## config.mk

```make
export PLATFORM = sky130hd
export DESIGN_NAME = sw_cmd_conditioner_flat
export DESIGN_NICKNAME = d
export VERILOG_FILES = /design/src/rtl/sw_cmd_conditioner_if.sv /design/src/rtl/sw_cmd_conditioner.sv /design/src/flat_wrapper.sv
export SDC_FILE = /design/constraint.sdc
export NUM_CORES = 1
export LEC_CHECK = 0
export BUFFER_PORTS_ARGS = -buffer_cell sky130_fd_sc_hd__buf_2
export CAP_MARGIN = 20
export CORE_MARGIN = 2
export CORE_UTILIZATION = 45
export DETAILED_ROUTE_END_ITERATION = 10
export GPL_ROUTABILITY_DRIVEN = 0
export PLACE_DENSITY = 0.68
export SYNTH_ARGS = -nofsm -noshare
export SYNTH_HDL_FRONTEND = slang
export SYNTH_SLANG_ARGS = --single-unit
```

## constraint.sdc

```tcl
create_clock -name clk -period 6.47 [get_ports clk]
set_clock_uncertainty 0.2 [all_clocks]
set_input_delay 1.294 -clock clk [delete_from_list [all_inputs] [get_ports clk]]
set_output_delay 1.294 -clock clk [all_outputs]
set_load 0.005 [all_outputs]
```

## src/rtl/sw_cmd_conditioner_if.sv

```systemverilog
// Command handshake bundle between the switch conditioner (master) and the
// processor-side consumer (slave). The command is transferred on any rising
// edge where cmd_valid and cmd_ready are both high.
interface sw_cmd_conditioner_if;
    logic [7:0] cmd_data;
    logic       cmd_valid;
    logic       cmd_ready;

    modport master (
        output cmd_data,
        output cmd_valid,
        input  cmd_ready
    );

    modport slave (
        input  cmd_data,
        input  cmd_valid,
        output cmd_ready
    );
endinterface

```

## src/rtl/sw_cmd_conditioner.sv

```systemverilog
// Switch conditioner: 2-flop synchronizer per bit, whole-vector debounce and
// press/release detection. Every press (0 -> stable nonzero) yields exactly
// one command on a valid/ready handshake. Presses that cannot be delivered
// are reported on a sticky overflow flag rather than queued.
module sw_cmd_conditioner #(
    parameter int DEBOUNCE_CYCLES = 4,
    parameter int CNT_W           = 20
) (
    input  logic                         clk,
    input  logic                         rst_n,
    input  logic [7:0]                   SW_raw,
    sw_cmd_conditioner_if.master         cmd,
    output logic [7:0]                   sw_stable,
    output logic                         ovf,
    input  logic                         ovf_clr,
    output logic [7:0]                   cmd_count
);

    // Counter value at which the candidate has been seen often enough.
    localparam logic [CNT_W-1:0] CNT_LAST = CNT_W'(DEBOUNCE_CYCLES - 1);

    typedef enum logic [1:0] {
        IDLE     = 2'd0,
        VALID    = 2'd1,
        WAIT_REL = 2'd2
    } state_t;

    logic [7:0]       sync_vec;
    logic [7:0]       cand_reg;
    logic [CNT_W-1:0] cnt_reg;
    logic [7:0]       stable_reg;
    logic             commit;
    logic [7:0]       stable_next;
    logic             press_drop;

    state_t           state_reg;
    logic [7:0]       data_reg;
    logic             valid_reg;
    logic [7:0]       count_reg;
    logic             ovf_reg;

    genvar gi;
    generate
        for (gi = 0; gi < 8; gi++) begin : g_sync
            logic meta_reg;
            logic sync_reg;

            // Two-flop synchronizer for one raw switch bit.
            always_ff @(posedge clk or negedge rst_n) begin
                if (!rst_n) begin
                    meta_reg <= 1'b0;
                    sync_reg <= 1'b0;
                end else begin
                    meta_reg <= SW_raw[gi];
                    sync_reg <= meta_reg;
                end
            end

            assign sync_vec[gi] = sync_reg;
        end
    endgenerate

    // A commit happens when the candidate has survived the full window and
    // differs from what is currently published.
    assign commit      = (sync_vec == cand_reg) && !(cnt_reg < CNT_LAST) &&
                         (cand_reg != stable_reg);
    assign stable_next = commit ? cand_reg : stable_reg;

    // Any nonzero commit outside IDLE is a press nobody will ever see as a
    // command: either one is still pending, or the switches were never
    // released after the last command.
    assign press_drop  = commit && (cand_reg != 8'h00) && (state_reg != IDLE);

    // Whole-vector debounce: restart the window whenever the synchronized
    // vector changes, publish it once it has held long enough.
    always_ff @(posedge clk or negedge rst_n) begin
        if (!rst_n) begin
            cand_reg   <= 8'h00;
            cnt_reg    <= '0;
            stable_reg <= 8'h00;
        end else if (sync_vec != cand_reg) begin
            cand_reg <= sync_vec;
            cnt_reg  <= '0;
        end else if (cnt_reg < CNT_LAST) begin
            cnt_reg <= cnt_reg + CNT_W'(1);
        end else if (cand_reg != stable_reg) begin
            stable_reg <= cand_reg;
        end
    end

    // Command FSM with registered handshake outputs, transfer counter and
    // sticky overflow (a set event beats a simultaneous clear).
    always_ff @(posedge clk or negedge rst_n) begin
        if (!rst_n) begin
            state_reg <= IDLE;
            data_reg  <= 8'h00;
            valid_reg <= 1'b0;
            count_reg <= 8'h00;
            ovf_reg   <= 1'b0;
        end else begin
            if (press_drop) begin
                ovf_reg <= 1'b1;
            end else if (ovf_clr) begin
                ovf_reg <= 1'b0;
            end

            case (state_reg)
                IDLE: begin
                    if (commit && (cand_reg != 8'h00)) begin
                        data_reg  <= cand_reg;
                        valid_reg <= 1'b1;
                        state_reg <= VALID;
                    end
                end
                VALID: begin
                    if (valid_reg && cmd.cmd_ready) begin
                        valid_reg <= 1'b0;
                        count_reg <= count_reg + 8'd1;
                        state_reg <= (stable_next == 8'h00) ? IDLE : WAIT_REL;
                    end
                end
                WAIT_REL: begin
                    if (commit && (cand_reg == 8'h00)) begin
                        state_reg <= IDLE;
                    end
                end
                default: begin
                    state_reg <= IDLE;
                end
            endcase
        end
    end

    assign cmd.cmd_data  = data_reg;
    assign cmd.cmd_valid = valid_reg;
    assign sw_stable     = stable_reg;
    assign ovf           = ovf_reg;
    assign cmd_count     = count_reg;

endmodule
```

## src/flat_wrapper.sv

```systemverilog
// flat-port wrapper written by rule: the top's interface ports become plain ports
module sw_cmd_conditioner_flat 
#(
    parameter int DEBOUNCE_CYCLES = 4,
    parameter int CNT_W           = 20
)
  (clk, rst_n, SW_raw, sw_stable, ovf, ovf_clr, cmd_count, cmd_cmd_data, cmd_cmd_valid, cmd_cmd_ready);
  sw_cmd_conditioner_if cmd_i ();
  input  logic clk;
  input  logic rst_n;
  input  logic [7:0] SW_raw;
  output logic [7:0] sw_stable;
  output logic ovf;
  input  logic ovf_clr;
  output logic [7:0] cmd_count;
  output wire logic [$bits(cmd_i.cmd_data)-1:0] cmd_cmd_data;
  output wire logic [$bits(cmd_i.cmd_valid)-1:0] cmd_cmd_valid;
  input wire logic [$bits(cmd_i.cmd_ready)-1:0] cmd_cmd_ready;
  assign cmd_cmd_data = cmd_i.cmd_data;
  assign cmd_cmd_valid = cmd_i.cmd_valid;
  assign cmd_i.cmd_ready = cmd_cmd_ready;
  sw_cmd_conditioner #(.DEBOUNCE_CYCLES(DEBOUNCE_CYCLES), .CNT_W(CNT_W)) u_core (.clk(clk), .rst_n(rst_n), .SW_raw(SW_raw), .cmd(cmd_i), .sw_stable(sw_stable), .ovf(ovf), .ovf_clr(ovf_clr), .cmd_count(cmd_count));
endmodule
```

* Yosys cells after proc, flatten, opt, wreduce, memory -nomap -nowiden *
Index checks and enable logic that the tools add are counted.

storage, ports and cells
  logic and storage cells = 70
  flip-flop bits (word level) = 72
  output and inout bits = 26

cells by class
  order comparisons = 1
  reductions and logical operators = 20
  add/sub/neg operators = 2
  bitwise gates (word level) = 2
  equal/unequal tests = 8
  multiplexer cells = 13

operator list
  operator                 number
  $mux W20                 2
  $add A20 B1 Y20 const B  1
  $lt A20 B2 Y1 const B    1
  $logic_not A8 Y1         2
  $ne A8 B8 Y1             2
  $reduce_and A3 Y1        3
  $add A8 B1 Y8 const B    1
  $eq A8 B8 Y1             1
  $mux W2                  4
  $mux W8                  1
  $reduce_bool A2 Y1       4
  $reduce_bool A8 Y1       1
  $logic_and A1 B1 Y1      6
  $ne A2 B1 Y1 const B     3
  $pmux W2 S3              1
  $mux W1                  4
  $reduce_and A2 Y1        2
  $eq A2 B1 Y1 const B     1
  $eq A2 B2 Y1 const B     1
  $logic_not A2 Y1         1
  $not A1 Y1               2
  $pmux W1 S2              1
  $logic_not A1 Y1         1

* Logic depth before layout (Yosys ltp) *
  depth in word-level cells = 9
  gate-level depth with buffers = 6
  mapped depth without buffers = 5

* Worst setup path after synthesis *
OpenSTA, ideal clock, no wires.

  kind = input to register
  start = input port cmd_cmd_ready
  end = register u_core.count_reg[6], in the netlist u_core.cmd_count[6]
  stages on the path = 4
  setup slack = 4.184 ns
  buffers on the path = 0
  required time = 6.147 ns
  arrival time = 1.963 ns
  cell sequence = nand2_1 nor3b_1 nand4_1 xnor2_1

between the ends
  cells in the longest elaborated chain, start to end = 2

RTL lines
  what                                RTL line                   RTL
  start: declaration                  flat_wrapper.sv:18         input wire logic [$bits(cmd_i.cmd_ready)-1:0] cmd_cmd_ready;
  $logic_and A1 B1 Y1                 sw_cmd_conditioner.sv:116  if (valid_reg && cmd.cmd_ready) begin
  $reduce_and A2 Y1 (no source line)  -
  end signal: assignment              sw_cmd_conditioner.sv:118  count_reg <= count_reg + 8'd1;
  end: declaration                    sw_cmd_conditioner.sv:39   logic [7:0] count_reg;

No other way between the ends.
A chain may end at the register's enable or synchronous reset.

* Worst setup path in the final report *
  start = register u_core.cand_reg[0]
  end = register u_core.data_reg[4], in the netlist u_core.cmd.cmd_data[4]

between the ends
  cells in the longest elaborated chain, start to end = 5
  elaborated cells on any way between the ends = 7

RTL lines
  what                                    RTL line                   RTL
  start: declaration                      sw_cmd_conditioner.sv:29   logic [7:0] cand_reg;
  start signal: assignment                sw_cmd_conditioner.sv:82   cand_reg <= sync_vec;
  $eq A8 B8 Y1                            sw_cmd_conditioner.sv:65   assign commit = (sync_vec == cand_reg) && !(cnt_reg < CNT_LAST) &&
  $logic_and A1 B1 Y1 (2 in a row)        sw_cmd_conditioner.sv:65
  $logic_and A1 B1 Y1 (*)                 sw_cmd_conditioner.sv:109  if (commit && (cand_reg != 8'h00)) begin
  $reduce_and A2 Y1 (no source line) (*)  -
  end signal: assignment                  sw_cmd_conditioner.sv:110  data_reg <= cand_reg;
  end: declaration                        sw_cmd_conditioner.sv:37   logic [7:0] data_reg;

Every way passes the cells marked *; elsewhere a longest branch is shown, timed or not.

==> metrics.txt <==
Yosys reg bits=72; PwrDens=276 nW/µm²; CTS Buf Count=9; Max-Slew Margin vs Limit=between 40% and 50%; VDD IR-drop max=0.000171 V; Syn. warnings=0; CTS H-tree depth=3; vias per inst=5.09; Syn Nets=206; Post-CTS Setup Bufs=0; critical path's largest stage delay=approximately 0.70 ns; number of global-route vias before repair=around 1500; Hold Path Class=register to register; area delta synth->final=17.0%; # setup viols final=0; syn avg cell area=about 14 µm²; CTS tree=built; Ant. Diodes=0; Worst R2R Start=u_core.cand_reg[0]; Main synth FF type=dfrtp_1; CP Capture Type=register; # port buffers=37; global route overflow=0; Yosys top cell area share=66.5%; io pins=38; Worst Tran Pin Value=0.878 ns; root buffer cell=clkbuf_8; number of sinks on the clock net=72; Post-synth EDFFs=0; cell count after synthesis=~190; Final HPWL DP=2.97 mm; final hold viol count=0; most common cell in the netlist=dfrtp_1; Async SR Flop Fraction=100%; status=finished, final reports clean; first-pass GRT wire length=7.45 mm; Initial DRC Count=77; # rows=28; clk buf depth=2; Remaining DRCs=0; r2r endpoint=u_core.cmd.cmd_data[4]; top cells by area, synth=dfrtp_1 (67%), xnor2_1 (7.4%), mux2_2 (6.7%); Yosys cell types=30; RSZ-0062 raised after global routing=no; die height=81.6 µm; gr usage total=15.5%; final wirelength=4.43 mm; fmax=343 MHz; max-cap viol count=0; WS Path Type=register to register; WHS Path Cells=0; crit start category=register; Die W=about 82 µm; Post-synth top cells=dfrtp_1 (72), xnor2_1 (23), and3_1 (19); CP Cell Sequence=xnor2_1 > and4_1 > o211ai_4 > nor4b_4 > mux2_2; worst reg2reg path depth=5; area leader, netlist=dfrtp_1; total power=0.875 mW; dpl ws=3.54 ns; post-DR wirelength/cell=14.4 µm; Final Slew Violations=0; Tmin final=between 2 and 3 ns; PostCTS Resize Cnt=0; Total Neg Setup Slack=0 ns; pin count of the biggest net entering global routing=73; drt first pass iters=4; share of layout cells above drive strength 1=31.3%; net total in the final layout=243; setup slack, reg-to-reg=3.56 ns; Tcrit/Tclk final=45.0%; Initial Util=46.0%; full die area=6660 µm²; Hold Buf Count CTS=0; Largest register FFs=20; vias post-DR=1569; Worst-Skew Late Latency=0.35 ns; worst min-delay path startpoint=u_core.g_sync[4].meta_reg; Antenna Violating Nets Remaining=0; synthesized area=2710 µm²; CTS clk-pin slew, worst paths=0.07 ns; sequential-to-total area share from yosys stat=between 60 and 70%; Slowest-stage cell, CP=nor4b_4; worst min-delay path endpoint=u_core.g_sync[4].sync_reg; leak pwr=1.64 nW; initial antenna violation count=0; PnR worst setup slack=about 3.6 ns; worst hold slack=roughly 0.15 ns; crit-path max FO=19; CP Data Required Time=6.50 ns; Core ar.=5890 µm²; WP data arrival=2.94 ns
## cell usage in the layout (no fill, tap or decap)
| cell | netlist | final |
|---|---|---|
| o211ai_4 | 1 | 1 |
| xor2_1 | 1 | 1 |
| nor4_1 | 4 | 4 |
| nor2_1 | 4 | 4 |
| clkbuf_8 | 0 | 11 |
| mux2_1 | 1 | 1 |
| bufinv_16 | 0 | 2 |
| mux2_2 | 16 | 16 |
| o41ai_1 | 1 | 1 |
| dfrtp_1 | 72 | 72 |
| nand2b_1 | 2 | 2 |
| clkinv_2 | 0 | 1 |
| nor4b_4 | 1 | 1 |
| a21oi_1 | 1 | 1 |
| or4_1 | 4 | 4 |
| nand3_1 | 3 | 3 |
| nor2_2 | 1 | 1 |
| and3_1 | 19 | 19 |
| a31o_2 | 1 | 1 |
| inv_1 | 1 | 1 |
| clkbuf_1 | 10 | 1 |
| and4_1 | 2 | 2 |
| mux2i_1 | 1 | 1 |
| a21o_1 | 1 | 1 |
| buf_4 | 0 | 1 |
| ha_1 | 2 | 2 |
| nor4_2 | 1 | 1 |
| buf_2 | 2 | 37 |
| nand4_1 | 8 | 8 |
| nor3b_1 | 1 | 1 |
| o21ai_0 | 1 | 1 |
| xnor2_1 | 23 | 23 |
| nor3_1 | 2 | 2 |
| nand2_1 | 5 | 5 |
## worst max path at each step
stage,startpoint,to,slack [ns],cells past startpoint
after floorplan,cmd_cmd_ready,u_core.cmd_count[6],4.18,4
after global placement,u_core.cand_reg[0],u_core.cmd.cmd_data[0],3.58,5
after detailed placement,u_core.cand_reg[0],u_core.cmd.cmd_data[4],3.54,5
after CTS,u_core.cand_reg[0],u_core.cmd.cmd_data[4],3.53,5
after global routing,u_core.cand_reg[0],u_core.cmd.cmd_data[4],3.35,5
final,u_core.cand_reg[0],u_core.cmd.cmd_data[4],3.56,5
## worst max-delay path: cells and delay by family, from the launching register on
family           cells  cell delay (ns)
AO/OA/AOI/OAI        1             0.17
XOR/XNOR             1             0.28
flip-flops           1             0.44
multiplexers         1             0.41
AND/OR/NAND/NOR      2             1.30
## layer usage
layer | wire length, µm | track usage, %
met4 | 78 | 7.50
met3 | 232 | 5.71
met2 | 2010 | 23.0
met5 | 0 | 0
met1 | 2110 | 20.3
## power breakdown
part / switching [mW] / total, mW / internal [mW]
Sequential: 0.00629 / 0.464 / 0.458
Clock: 0.151 / 0.386 / 0.235
Combinational: 0.0160 / 0.0247 / 0.00867
Total: 0.173 / 0.875 / 0.702
## layout make-up
cell class,count,area (µm²)
tap,75,93.8
clock buffer,12,155
sequential,72,1800
clock inverter,3,65.1
fill,511,2720
inverter,1,3.75
timing repair buffer,38,193
multi-input combinational,107,856
## kinds of logic after synthesis
| kind of cell | after synthesis | synth area share (%) |
|---|---|---|
| flops | 72 | 66.5 |
| simple gates | 57 | 13.4 |
| xor+xnor | 24 | 7.76 |
| mux | 18 | 7.44 |
| buf+inv | 13 | 1.89 |
| compound gates | 6 | 2.08 |
| fa+ha+maj | 2 | 0.924 |
## per-stage QoR
step                cells  utilization (%)  instance area, µm²
detailed placement    293             50.1                2950
global placement      293             50.1                2950
floorplan             192                -                2710
finish                308             53.8                3170
CTS                   308             53.8                3170
global route          308             53.8                3170
No activity file was read; power rests on OpenSTA's default activity.
